`src/rtl/instr_fetch.sv`:
```
// Instruction fetch stage: owns the PC, issues credit-limited in-order imem requests and buffers
// responses with their PC for Decode. Define FETCH_PERF_CNT_EN to build the stall_cnt counter.
module instr_fetch #(
  parameter logic [31:0] RESET_PC   = 32'h0000_0000,
  parameter int          FIFO_DEPTH = 4
) (
  input  logic        clk,
  input  logic        rst_n,
  output logic        imem_req,
  output logic [31:0] imem_addr,
  input  logic        imem_gnt,
  input  logic        imem_rvalid,
  input  logic [31:0] imem_rdata,
  output logic        instr_valid,
  input  logic        instr_ready,
  output logic [31:0] instr,
  output logic [31:0] instr_pc,
  input  logic        redirect_valid,
  input  logic [31:0] redirect_pc,
  input  logic        halt,
  output logic [31:0] stall_cnt
);

  localparam int            PW      = $clog2(FIFO_DEPTH);
  localparam int            CW      = PW + 1;
  localparam logic [CW-1:0] DEPTH_C = CW'(FIFO_DEPTH);

  typedef enum logic [1:0] {IDLE, RUN, HALTED} state_t;

  state_t        state_q, state_d;
  logic [31:0]   pc_q;
  logic [CW-1:0] outstanding_q, outstanding_d, drop_q, fifo_count_q, credits_used;
  logic [PW-1:0] aq_wr_q, aq_rd_q, fifo_wr_q, fifo_rd_q;
  logic [31:0]   aq_mem    [FIFO_DEPTH];
  logic [31:0]   fifo_pc   [FIFO_DEPTH];
  logic [31:0]   fifo_word [FIFO_DEPTH];
  logic          issue, rsp, drop_rsp, push, pop, redirect;
  logic          unused_pc_bits;

  // NOTE: sequential state uses non-blocking assignments so every flop samples pre-edge values.
  always_ff @(posedge clk or negedge rst_n) begin
    if (!rst_n) state_q <= IDLE;
    else        state_q <= state_d;
  end

  // NOTE: state_d gets its default first so no path leaves it unassigned and infers a latch.
  always_comb begin
    state_d = state_q;
    case (state_q)
      IDLE:    state_d = RUN;
      RUN:     if (halt) state_d = HALTED;
      HALTED:  if (!halt) state_d = RUN;
      default: state_d = IDLE;
    endcase
  end

  // Credits cover both in-flight requests and buffered words, so a response always has a slot.
  assign credits_used  = outstanding_q + fifo_count_q;
  assign imem_req      = (state_q == RUN) && (credits_used < DEPTH_C);
  assign imem_addr     = pc_q;
  assign issue         = imem_req && imem_gnt;
  assign rsp           = imem_rvalid && (outstanding_q != '0);
  assign drop_rsp      = rsp && (drop_q != '0);
  assign redirect      = redirect_valid && (state_q != IDLE);
  assign push          = rsp && !drop_rsp && !redirect;
  assign pop           = instr_valid && instr_ready;
  assign outstanding_d = outstanding_q + CW'(issue) - CW'(rsp);
  assign unused_pc_bits = ^redirect_pc[1:0];

  always_ff @(posedge clk or negedge rst_n) begin
    if (!rst_n) begin
      pc_q          <= RESET_PC;
      outstanding_q <= '0;
      drop_q        <= '0;
      aq_wr_q       <= '0;
      aq_rd_q       <= '0;
    end else begin
      outstanding_q <= outstanding_d;
      if (redirect)   pc_q <= {redirect_pc[31:2], 2'b00};
      else if (issue) pc_q <= pc_q + 32'd4;
      // Pending drops are still counted in outstanding, so this accumulates across redirects.
      if (redirect)      drop_q <= outstanding_d;
      else if (drop_rsp) drop_q <= drop_q - CW'(1);
      if (issue) aq_wr_q <= aq_wr_q + PW'(1);
      if (rsp)   aq_rd_q <= aq_rd_q + PW'(1);
    end
  end

  always_ff @(posedge clk) begin
    if (issue) aq_mem[aq_wr_q] <= pc_q;
  end

  // NOTE: only the output FIFO storage is reset, because instr/instr_pc must read zero out of reset;
  // the address queue is read only while outstanding > 0, so it carries no reset.
  always_ff @(posedge clk or negedge rst_n) begin
    if (!rst_n) begin
      fifo_wr_q    <= '0;
      fifo_rd_q    <= '0;
      fifo_count_q <= '0;
      for (int i = 0; i < FIFO_DEPTH; i++) begin
        fifo_pc[i]   <= '0;
        fifo_word[i] <= '0;
      end
    end else if (redirect) begin
      fifo_wr_q    <= '0;
      fifo_rd_q    <= '0;
      fifo_count_q <= '0;
    end else begin
      if (push) begin
        fifo_pc[fifo_wr_q]   <= aq_mem[aq_rd_q];
        fifo_word[fifo_wr_q] <= imem_rdata;
        fifo_wr_q            <= fifo_wr_q + PW'(1);
      end
      if (pop) fifo_rd_q <= fifo_rd_q + PW'(1);
      fifo_count_q <= fifo_count_q + CW'(push) - CW'(pop);
    end
  end

  assign instr_valid = (fifo_count_q != '0);
  assign instr       = fifo_word[fifo_rd_q];
  assign instr_pc    = fifo_pc[fifo_rd_q];

`ifdef FETCH_PERF_CNT_EN
  logic [31:0] stall_q;

  always_ff @(posedge clk or negedge rst_n) begin
    if (!rst_n) begin
      stall_q <= '0;
    end else if ((state_q == RUN) && !instr_valid && !redirect_valid && (stall_q != '1)) begin
      stall_q <= stall_q + 32'd1;
    end
  end

  assign stall_cnt = stall_q;
`else
  assign stall_cnt = '0;
`endif

`ifndef SYNTHESIS
  rvalid_needs_outstanding: assert property (@(posedge clk) disable iff (!rst_n)
    !(imem_rvalid && (outstanding_q == '0)));
`endif

endmodule
```
`config.mk`:
```
export PLATFORM = sky130hd
export DESIGN_NAME = instr_fetch
export DESIGN_NICKNAME = d
export VERILOG_FILES = /design/src/rtl/instr_fetch.sv
export SDC_FILE = /design/constraint.sdc
export NUM_CORES = 1
export LEC_CHECK = 0
export CAP_MARGIN = 20
export CORE_UTILIZATION = 24
export CTS_CLUSTER_DIAMETER = 100
export DETAILED_ROUTE_END_ITERATION = 8
export GPL_ROUTABILITY_DRIVEN = 0
export GPL_TIMING_DRIVEN = 1
export PLACE_DENSITY = 0.43
export SYNTH_ARGS = -nofsm -noshare
export SYNTH_HDL_FRONTEND = slang
export SYNTH_SLANG_ARGS = --single-unit
```
`constraint.sdc`:
```
create_clock -name clk -period 3.98 [get_ports clk]
set_input_delay 0.796 -clock clk [delete_from_list [all_inputs] [get_ports clk]]
set_output_delay 0.796 -clock clk [all_outputs]
set_load 0.005 [all_outputs]
```
==> run summary <==
crit end category: output port
Worst-Margin Slew: 851 ps
layout cells sized above 1: 0.343
Pre-antenna DRT Iters: 5
Clock Root Buffer: clkbuf_16
CTS tree: built
commonest non-fill, non-tap cell in the layout: dfrtp_1
diode count: 0
vias in the first global route: 10,800
Synth Instances: 1,104
Slew Limit Fails: 0
Area Growth Syn to Fin: 25.4%
CTS sink count: 417
upper clock frequency limit: 278 MHz
final hold slack: 196 ps
RSZ-0062 raised after global routing: no
first-pass GRT wire length: 68.0 mm
clk slew on worst S/H paths: 60 ps
DIE HEIGHT: 277 um
area occupied by multi-input gates: 6630 um2
number of placed I/O pins: 201
Iteration-0 DRC Markers: 421
Final Cycle Share: 0.903
Mapped Avg Cell Area: 16.5 um2
drt wl/cell: 19.1 um
GRT overflow: 0
register area share after synthesis: 0.607
Register Area: 11,000 um2
minimum clock period: 3600 ps
initial antenna violation count: 2
H-tree depth: 2
ys async rst share: 0.712
global route hottest layer: met2
EDFF count, synth: 120
Post-CTS Setup Inserts: 0
Pwr Density: 750 nW/um2
#FFs+latches synth: 417
routed vias/inst: 4.31
Total Routing Usage GR: 0.115
Area contributors post-synth: dfrtp_1, edfxtp_1, mux2_2
crit-path cells: buf_4 -> mux4_2 -> clkdlybuf4s50_1
TritonCTS buffer count: 52
relative slew slack: 0.433
Final ANT Viol Nets: 0
largest net degree at the start of global routing: 89
Max-Cap Viols: 0
met2 usage: 0.185
hold buffer count at CTS: 0
Fillers: 7,333
fin nets: 1,372
Final TNS setup: 0 ps
clock skew: 38.7 ps
delay-heaviest family, CP: buffers and inverters
Clock Path Buffers: 3
Yosys top cell by area: dfrtp_1
Clock Latency Late Sink: 610 ps
met1 GRT Util: 0.155
Synth Cell Area: 18,200 um2
CP Buf/Inv Count: 2
Yosys warning count: 0
Slowest-stage cell, CP: dfrtp_4
via count: 9,906
core area: 74,700 um2
Non-Filler Instances: 2,296
Netlist cell types: 44
Placed Cells: 2,197
area of the die: 76,900 um2
CP max stage delay: 750 ps
status: finished, final reports clean
Port-buffer cells: 162
DR DRC count: 0
WP data required: 3180 ps
commonest non-fill, non-tap cells in the layout: dfrtp_1, mux2_2, clkdlybuf4s50_1
final WL: 43.8 mm
Worst Path Arrival: 2800 ps
Peak VDD IR: 0.386 mV
final setup fails: 0
Hold Vio Cnt, Final: 0
CTS resizes: 0
row count: 100
WS Path Type: reg2out
final core utilization: 0.305
crit start category: register
CP Max Fanout: 21
met3 usage: 0.0233
worst min path class: in2async
Leakage: 9.36 nW
Initial Util: 0.244
Synth top area share: 0.408
post-DP HPWL: 28.0 mm
Die W: 277 um
Top FF cell, synth: dfrtp_1
[final cells by class]
type                            count  share of cell area
Sequential cell                   417               0.484
Multi-Input combinational cell    607               0.291
Timing Repair Buffer              189              0.0890
Clock buffer                       71              0.0646
Tap cell                          969              0.0532
Clock inverter                     27              0.0157
Inverter                           16             0.00263
[worst paths after layout]
kind,from,endpoint,slack (ps),cells past startpoint
max in group asynchronous,rst_n,fifo_pc[94],2820,2
setup reg to reg,outstanding_q[1],drop_q[2],1140,12
setup / recovery,fifo_rd_q[0],instr_pc[4],380,3
min in group clk,fifo_word[17],fifo_word[17],490,1
hold reg to reg,fifo_word[17],fifo_word[17],490,1
hold / removal,rst_n,fifo_word[22],200,1
[worst register-to-register path: cells and delay by family, from the launching register on]
kind                     cells  cell delay (ps)
flip-flops                   1              430
AO/OA/AOI/OAI                2              340
buffers and inverters        2              120
XOR/XNOR                     2              440
adder cells (fa/ha/maj)      4             1150
AND/OR/NAND/NOR              2              280
[logic make-up after synthesis]
| group | after synthesis | share of synthesized area |
|---|---|---|
| flip-flops | 417 | 0.607 |
| multiplexers | 343 | 0.269 |
| AND/OR/NAND/NOR | 125 | 0.0401 |
| buffers and inverters | 115 | 0.0379 |
| XOR/XNOR | 43 | 0.0207 |
| AO/OA/AOI/OAI | 42 | 0.0123 |
| adder cells (fa/ha/maj) | 18 | 0.0132 |
| other | 1 | 0.000206 |
[flip-flops by register name, indices dropped and copies added, names as in the netlist]
name,cells
fifo_word,128
aq_mem,120
fifo_pc,120
imem_addr,30
drop_q,3
fifo_count_q,3
outstanding_q,3
aq_rd_q,2
aq_wr_q,2
fifo_rd_q,2
fifo_wr_q,2
state_q,2
[routing by layer]
metal | part of all wire | vias up
met4 | 0.027 | 2
met5 | 0.00030 | -
met2 | 0.47 | 212
met3 | 0.043 | 66
met1 | 0.46 | 5208
li1 | - | 4418
[power breakdown]
part | internal [mW] | switching (mW) | leakage [nW]
combinational | 3.13 | 2.28 | 3.48
sequential | 5.71 | 1.02 | 4.98
clock | 3.05 | 1.91 | 0.897
total | 11.9 | 5.21 | 9.36
[metrics by stage]
| step | total power, mW | area (um2) | setup slack (ps) |
|---|---|---|---|
| after floorplan | 9.59 | 18300 | 1160 |
| after CTS | 17.5 | 22800 | 239 |
| after global routing | 18.2 | 22800 | 210 |
| after global placement | 12.2 | 21000 | 370 |
| after detailed placement | 12.4 | 21000 | 408 |
| final | 17.1 | 22800 | 385 |
[synth_stat cells, types with 2 or more instances]
cell type  instances
o21ai_1            6
clkbuf_1          24
fa_1               2
nor4_1             9
buf_4             60
nor3b_1            2
inv_1             16
mux4_2            92
xor2_1             6
buf_1              4
dfrtp_1          297
nor4b_1            3
nand3_1           11
mux2_2           229
nand4_1            4
ha_1              16
buf_6              3
a21oi_1           10
nor4_2             8
and3_1             6
nor3_1             7
and2_1             9
o21ai_0           22
nor2_1            14
xnor2_1           37
mux2i_1            2
and4_1             3
mux2_1            20
buf_2              8
nand2_2            4
nand2_1           38
edfxtp_1         120
Note: power is estimated with default switching activity, not from simulation.
